**src/rtl/spi_adc_multi.sv**
```systemverilog
// Multi-channel SPI reader for AD7476A-class ADCs sharing CS/SCK, with optional
// per-channel averaging and a single-cycle result strobe.
module spi_adc_multi #(
  parameter int unsigned N_CH       = 2,
  parameter int unsigned DATA_W     = 12,
  parameter int unsigned CLK_DIV    = 2,
  parameter int unsigned SAMPLE_DIV = 1000,
  parameter int unsigned QUIET_CYC  = 4,
  parameter int unsigned AVG_LOG2   = 0
) (
  input  logic                     clk,
  input  logic                     rst,
  input  logic                     en_i,
  input  logic                     mode_i,
  input  logic                     trigger_i,
  output logic                     spi_cs_no,
  output logic                     spi_sck_o,
  input  logic [N_CH-1:0]          spi_miso_i,
  output logic                     busy_o,
  output logic                     overrun_o,
  output logic                     data_update_o,
  output logic [N_CH*DATA_W-1:0]   data_o
);

  localparam int unsigned AW = DATA_W + AVG_LOG2;
  localparam int unsigned NW = AVG_LOG2 + 1;
  localparam int unsigned CW = $clog2(CLK_DIV + QUIET_CYC + 1);
  localparam int unsigned TW = $clog2(SAMPLE_DIV);

  localparam logic [2:0] S_IDLE  = 3'd0;
  localparam logic [2:0] S_LEAD  = 3'd1;
  localparam logic [2:0] S_SHIFT = 3'd2;
  localparam logic [2:0] S_TAIL  = 3'd3;
  localparam logic [2:0] S_QUIET = 3'd4;

  localparam logic [CW-1:0] DIV_LAST   = CW'(CLK_DIV - 1);
  localparam logic [CW-1:0] QUIET_LAST = CW'(QUIET_CYC - 1);
  localparam logic [TW-1:0] TMR_LAST   = TW'(SAMPLE_DIV - 1);
  localparam logic [NW-1:0] AVG_LAST   = NW'((1 << AVG_LOG2) - 1);

  logic [2:0]             state_q, state_d;
  logic [CW-1:0]          cnt_q, cnt_d;
  logic [3:0]             bit_q, bit_d;
  logic                   cs_q, cs_d, sck_q, sck_d, busy_q, busy_d;
  logic                   ovr_q, ovr_d, upd_q, upd_d, mode_q, mode_d;
  logic [TW-1:0]          timer_q, timer_d;
  logic [N_CH*16-1:0]     shift_q, shift_d;
  logic [N_CH*AW-1:0]     acc_q, acc_d;
  logic [NW-1:0]          avg_q, avg_d;
  logic [N_CH*DATA_W-1:0] data_q, data_d;
  logic [N_CH*AW-1:0]     sum_c;
  logic                   mode_eff_c, tick_c, req_c;

  // Mode is sampled live only while idle so a frame in flight keeps its source.
  assign mode_eff_c = (state_q == S_IDLE) ? mode_i : mode_q;
  assign tick_c     = en_i & ~mode_eff_c & (timer_q == TMR_LAST);
  assign req_c      = en_i & (mode_eff_c ? trigger_i : tick_c);

  always_comb begin
    sum_c = '0;
    for (int k = 0; k < N_CH; k++) begin
      sum_c[k*AW +: AW] = acc_q[k*AW +: AW] + AW'(shift_q[k*16 +: DATA_W]);
    end
  end

  always_comb begin
    state_d = state_q;
    cnt_d   = cnt_q;
    bit_d   = bit_q;
    cs_d    = cs_q;
    sck_d   = sck_q;
    busy_d  = busy_q;
    ovr_d   = 1'b0;
    upd_d   = 1'b0;
    mode_d  = mode_q;
    shift_d = shift_q;
    acc_d   = acc_q;
    avg_d   = avg_q;
    data_d  = data_q;
    timer_d = '0;

    if (en_i && !mode_eff_c) begin
      timer_d = tick_c ? '0 : timer_q + TW'(1);
    end

    if (req_c && state_q != S_IDLE) begin
      ovr_d = 1'b1;
    end

    case (state_q)
      S_IDLE: begin
        mode_d = mode_i;
        if (!en_i) begin
          acc_d = '0;
          avg_d = '0;
        end
        if (req_c) begin
          state_d = S_LEAD;
          cs_d    = 1'b0;
          busy_d  = 1'b1;
          cnt_d   = '0;
        end
      end
      S_LEAD: begin
        if (cnt_q == DIV_LAST) begin
          cnt_d   = '0;
          bit_d   = '0;
          sck_d   = 1'b0;
          state_d = S_SHIFT;
        end else begin
          cnt_d = cnt_q + CW'(1);
        end
      end
      S_SHIFT: begin
        if (cnt_q == DIV_LAST) begin
          cnt_d = '0;
          if (!sck_q) begin
            sck_d = 1'b1;
            for (int k = 0; k < N_CH; k++) begin
              shift_d[k*16 +: 16] = (shift_q[k*16 +: 16] << 1) | 16'(spi_miso_i[k]);
            end
          end else if (bit_q == 4'd15) begin
            state_d = S_TAIL;
          end else begin
            sck_d = 1'b0;
            bit_d = bit_q + 4'd1;
          end
        end else begin
          cnt_d = cnt_q + CW'(1);
        end
      end
      S_TAIL: begin
        if (cnt_q == DIV_LAST) begin
          cnt_d   = '0;
          cs_d    = 1'b1;
          state_d = S_QUIET;
          // Last conversion of an averaging window publishes the mean and restarts.
          if (avg_q == AVG_LAST) begin
            upd_d = 1'b1;
            avg_d = '0;
            acc_d = '0;
            for (int k = 0; k < N_CH; k++) begin
              data_d[k*DATA_W +: DATA_W] = DATA_W'(sum_c[k*AW +: AW] >> AVG_LOG2);
            end
          end else begin
            avg_d = avg_q + NW'(1);
            acc_d = sum_c;
          end
        end else begin
          cnt_d = cnt_q + CW'(1);
        end
      end
      S_QUIET: begin
        if (cnt_q == QUIET_LAST) begin
          cnt_d   = '0;
          busy_d  = 1'b0;
          state_d = S_IDLE;
        end else begin
          cnt_d = cnt_q + CW'(1);
        end
      end
      default: begin
        state_d = S_IDLE;
        cs_d    = 1'b1;
        sck_d   = 1'b1;
        busy_d  = 1'b0;
        cnt_d   = '0;
      end
    endcase
  end

  always_ff @(posedge clk or posedge rst) begin
    if (rst) begin
      state_q <= S_IDLE;
      cnt_q   <= '0;
      bit_q   <= '0;
      cs_q    <= 1'b1;
      sck_q   <= 1'b1;
      busy_q  <= 1'b0;
      ovr_q   <= 1'b0;
      upd_q   <= 1'b0;
      mode_q  <= 1'b0;
      timer_q <= '0;
      shift_q <= '0;
      acc_q   <= '0;
      avg_q   <= '0;
      data_q  <= '0;
    end else begin
      state_q <= state_d;
      cnt_q   <= cnt_d;
      bit_q   <= bit_d;
      cs_q    <= cs_d;
      sck_q   <= sck_d;
      busy_q  <= busy_d;
      ovr_q   <= ovr_d;
      upd_q   <= upd_d;
      mode_q  <= mode_d;
      timer_q <= timer_d;
      shift_q <= shift_d;
      acc_q   <= acc_d;
      avg_q   <= avg_d;
      data_q  <= data_d;
    end
  end

  assign spi_cs_no     = cs_q;
  assign spi_sck_o     = sck_q;
  assign busy_o        = busy_q;
  assign overrun_o     = ovr_q;
  assign data_update_o = upd_q;
  assign data_o        = data_q;

endmodule

```
**config.mk**
```make
export PLATFORM = sky130hd
export DESIGN_NAME = spi_adc_multi
export DESIGN_NICKNAME = d
export VERILOG_FILES = /design/src/rtl/spi_adc_multi.sv
export SDC_FILE = /design/constraint.sdc
export NUM_CORES = 1
export LEC_CHECK = 0
export CAP_MARGIN = 20
export CORE_ASPECT_RATIO = 1.25
export CORE_UTILIZATION = 55
export CTS_CLUSTER_SIZE = 16
export DETAILED_ROUTE_END_ITERATION = 7
export PLACE_DENSITY_LB_ADDON = 0.2
export SYNTH_ARGS = -nofsm -noshare
export SYNTH_HDL_FRONTEND = slang
export SYNTH_SLANG_ARGS = --single-unit
```
**constraint.sdc**
```tcl
create_clock -name clk -period 2.3 [get_ports clk]
set_input_delay 0.23 -clock clk [delete_from_list [all_inputs] [get_ports clk]]
set_output_delay 0.23 -clock clk [all_outputs]
set_load 0.02 [all_outputs]
```
==> results.py <==
metrics = {
    "routing": {
        "ant_nets": 0,
        "via_count": 1956,
        "wire_per_inst_um": 15.2,
        "drt_first_pass_iters": 4,
        "wl_um": 5360,
        "vias_per_cell": 5.54,
        "first_iter_violations": 96,
        "drc": 0,
    },
    "synth": {
        "ys.warnings.count": 0,
        "synth_nets": 254,
        "yosysSeqAreaShare_pct": 59.1,
        "ys_ff_latch": 74,
        "netlist_area_sq_mm": 0.00314,
        "synth_cell_types": 42,
        "synth_cells": 241,
        "avgSynthCellArea_sq_um": 13.0,
    },
    "clocking": {
        "root_buffer": "clkbuf_8",
        "clockBufferDepth": 2,
        "cts_num_sinks": 74,
        "cts_resized": 0,
        "numCtsBuffers": 9,
        "clkTransAtPathRegs_ns": 0.08,
        "htree_levels": 3,
        "clk_latency_ns": 0.34,
        "tritoncts": "built",
        "cts_setup_buffers": 0,
        "cts_hold_buffers": 0,
    },
    "run_status": {
        "status": "finished clean",
    },
    "die": {
        "fp-row-count": 30,
        "coreArea_sq_mm": 0.00544,
        "boundaryPins": 36,
        "die_w_um": 69.5,
        "fp.dieH_um": 86.4,
        "initial_utilization_pct": 57.6,
        "die_area_sq_mm": 0.00601,
    },
    "sta": {
        "final.period_utilization_pct": 88.8,
        "postLayoutSetupSlackWorst_ns": 0.257,
        "fin_crit_ns": 2.04,
        "relSlewSlack_pct": 72.6,
        "fmax_mhz": 489,
        "finClkSkew_ns": 0.0114,
        "timing.hold.ws_ns": 0.290,
        "tns_ns": 0,
        "worst_slew_pin_slew_ns": 0.410,
        "final_hold_viol_count": 0,
        "slew_viol_final": 0,
        "finalSetupViolations": 0,
        "rsz0062_at_grt": "false",
    },
    "worst_setup_path": {
        "crit_type": "reg2reg",
        "rr_endpoint": "timer_q[6]",
        "cp-start-kind": "flop",
        "endpoint_kind": "flop",
        "cp.required_ns": 2.56,
        "worstRegToRegCells": 4,
        "critical_path_peak_fanout": 11,
        "regToRegSetupSlack_ns": 0.26,
        "r2r_start": "state_q[1]",
        "cp.arrival_ns": 2.30,
    },
    "power_and_ir_drop": {
        "switching_share_pct": 33.4,
        "seqPwrFrac_pct": 45.2,
        "p_clk_share_pct": 22.3,
        "p_int_w": 0.00270,
        "power_frac_comb_pct": 32.5,
        "cellPowerDensity_mw_per_mm2": 1080,
        "p_sw_w": 0.00135,
        "ir_worst_vdd_mv": 0.649,
        "p_leak_nw": 1.74,
    },
    "global_routing": {
        "overflow": 0,
        "antenna_found_initial": 0,
        "grt_usage_pct": 19.7,
        "first_global_vias": 2007,
        "grt_pass1_wl_um": 9140,
        "grt_max_degree": 75,
    },
    "flow_run": {
        "maxCapViolations": 0,
    },
    "place": {
        "post-place-ws_ns": 0.288,
        "port_buffers": 35,
        "gp_congestion": 0.777,
        "dp_hpwl_um": 3550,
    },
    "final_layout": {
        "layout-drive-gt1-share_pct": 27.3,
        "fin_nets": 297,
        "fill_cells": 407,
        "area_growth_pct": 20.0,
        "num_antenna_cells": 0,
    },
    "hold_path": {
        "hold_class": "in2async",
    },
}
[placed cells by master, fill, tap and decap left out, types with 2 or more instances in the layout]
cell type and n:
a21oi_1 2, dfrtp_1 72, dfstp_2 2, nand3_1 7, and3_1 2, nand4_1 4, or3_1 2, clkdlybuf4s50_1 35
ha_1 6, mux2i_1 2, xor2_1 3, clkbuf_8 10, nor3_1 5, o21ai_0 6, mux2_2 51, clkinv_4 2
xnor2_1 6, nand2_1 14, nor2b_1 2, nor2_1 17, buf_4 3, buf_12 2, inv_1 9
[routing by layer]
metal | global-route usage [%] | vias to the layer above | wire [um]
met1 | 24.4 | 991 | 2400
met2 | 33.4 | 26 | 2740
met5 | 0 | - | 0
met3 | 3.14 | 11 | 113
li1 | - | 928 | -
met4 | 10.6 | 0 | 107
[through the flow]
stage	area (sq um)	total power [W]	instances	util [%]
4_1_cts	3760	0.00411	353	69.1
3_5_place_dp	3580	0.00320	337	65.8
5_1_grt	3760	0.00432	353	69.1
2_1_floorplan	3140	0.00273	241	-
3_3_place_gp	3580	0.00314	337	65.8
6_report	3760	0.00406	353	69.1
[flip-flops by register name, indices dropped and copies added, names as in the netlist, 3 cells and up]
register  count
bit_q         4
cnt_q         3
data_o       24
shift_q      24
state_q       3
timer_q      10
[critical path, stage by stage (launching register included)]
cell and delay (ns):
dfrtp_1 0.50, nor3_1 0.36, mux2_2 0.39, or3b_1 0.53, nor2_1 0.20
[cell usage after synthesis, drive strengths merged]
library cell | instances | area [sq um]
nor2b | 2 | 12.5
a31oi | 1 | 6.26
and3 | 2 | 12.5
buf | 7 | 43.8
nand3 | 7 | 35.0
or3b | 1 | 8.76
nor3 | 5 | 25.0
inv | 10 | 37.5
o2bb2ai | 1 | 8.76
clkbuf | 1 | 3.75
or2b | 1 | 7.51
o22a | 1 | 8.76
a2bb2oi | 1 | 8.76
o211a | 1 | 10.0
o32ai | 1 | 8.76
xor2 | 3 | 26.3
a21boi | 1 | 7.51
dfrtp | 72 | 1800
o21ba | 1 | 10.0
a21oi | 2 | 10.0
or3 | 2 | 12.5
dfstp | 2 | 52.6
mux2i | 2 | 20.0
a221oi | 1 | 8.76
or2 | 1 | 6.26
o21ai | 6 | 30.0
nor2 | 18 | 70.1
or4 | 1 | 7.51
ha | 6 | 75.1
o41ai | 1 | 8.76
and4b | 1 | 10.0
a22o | 1 | 8.76
mux2 | 51 | 574
xnor2 | 6 | 52.6
nand4 | 4 | 25.0
nand4b | 1 | 8.76
nand2 | 15 | 58.8
nor3b | 1 | 12.5
[area by class of cell]
cell class / count / area, sq um / area share (%)
flip-flops and latches: 74 / 1850 / 49.3
multi-input cells: 149 / 1200 / 31.8
repair buffers: 40 / 413 / 11.0
clock buffers: 11 / 141 / 3.76
well taps: 64 / 80.1 / 2.13
clock inverters: 5 / 38.8 / 1.03
inverters: 10 / 37.5 / 0.998
[power groups by stage]
| stage | Sequential [W] | Clock (W) | Combinational (W) |
|---|---|---|---|
| detailed placement | 0.00186 | 0 | 0.00133 |
| global placement | 0.00185 | 0 | 0.00129 |
| CTS | 0.00184 | 0.000941 | 0.00134 |
| finish | 0.00184 | 0.000906 | 0.00132 |
| global route | 0.00188 | 0.000993 | 0.00145 |
| floorplan | 0.00193 | 0 | 0.000804 |
[how the worst max path moves through the flow]
stage	from	endpoint	slack (ns)	cells after the start
finish	state_q[1]	timer_q[6]	0.26	4
global route	state_q[1]	timer_q[6]	0.17	4
CTS	state_q[1]	timer_q[6]	0.24	4
detailed placement	state_q[1]	timer_q[6]	0.29	4
global placement	state_q[1]	timer_q[4]	0.36	4
floorplan	rst	bit_q[0]	0.19	1
[cell families (layout without fill, tap and decap cells)]
kind of cell / after synthesis / after routing / synth area share [%]
fa+ha+maj: 6 / 6 / 2.39
compound gates: 19 / 19 / 4.31
mux: 53 / 53 / 19.0
xor+xnor: 9 / 9 / 2.51
simple gates: 62 / 62 / 9.98
flops: 74 / 74 / 59.1
buf+inv: 18 / 66 / 2.71
Note: power is estimated with default switching activity, not from simulation.
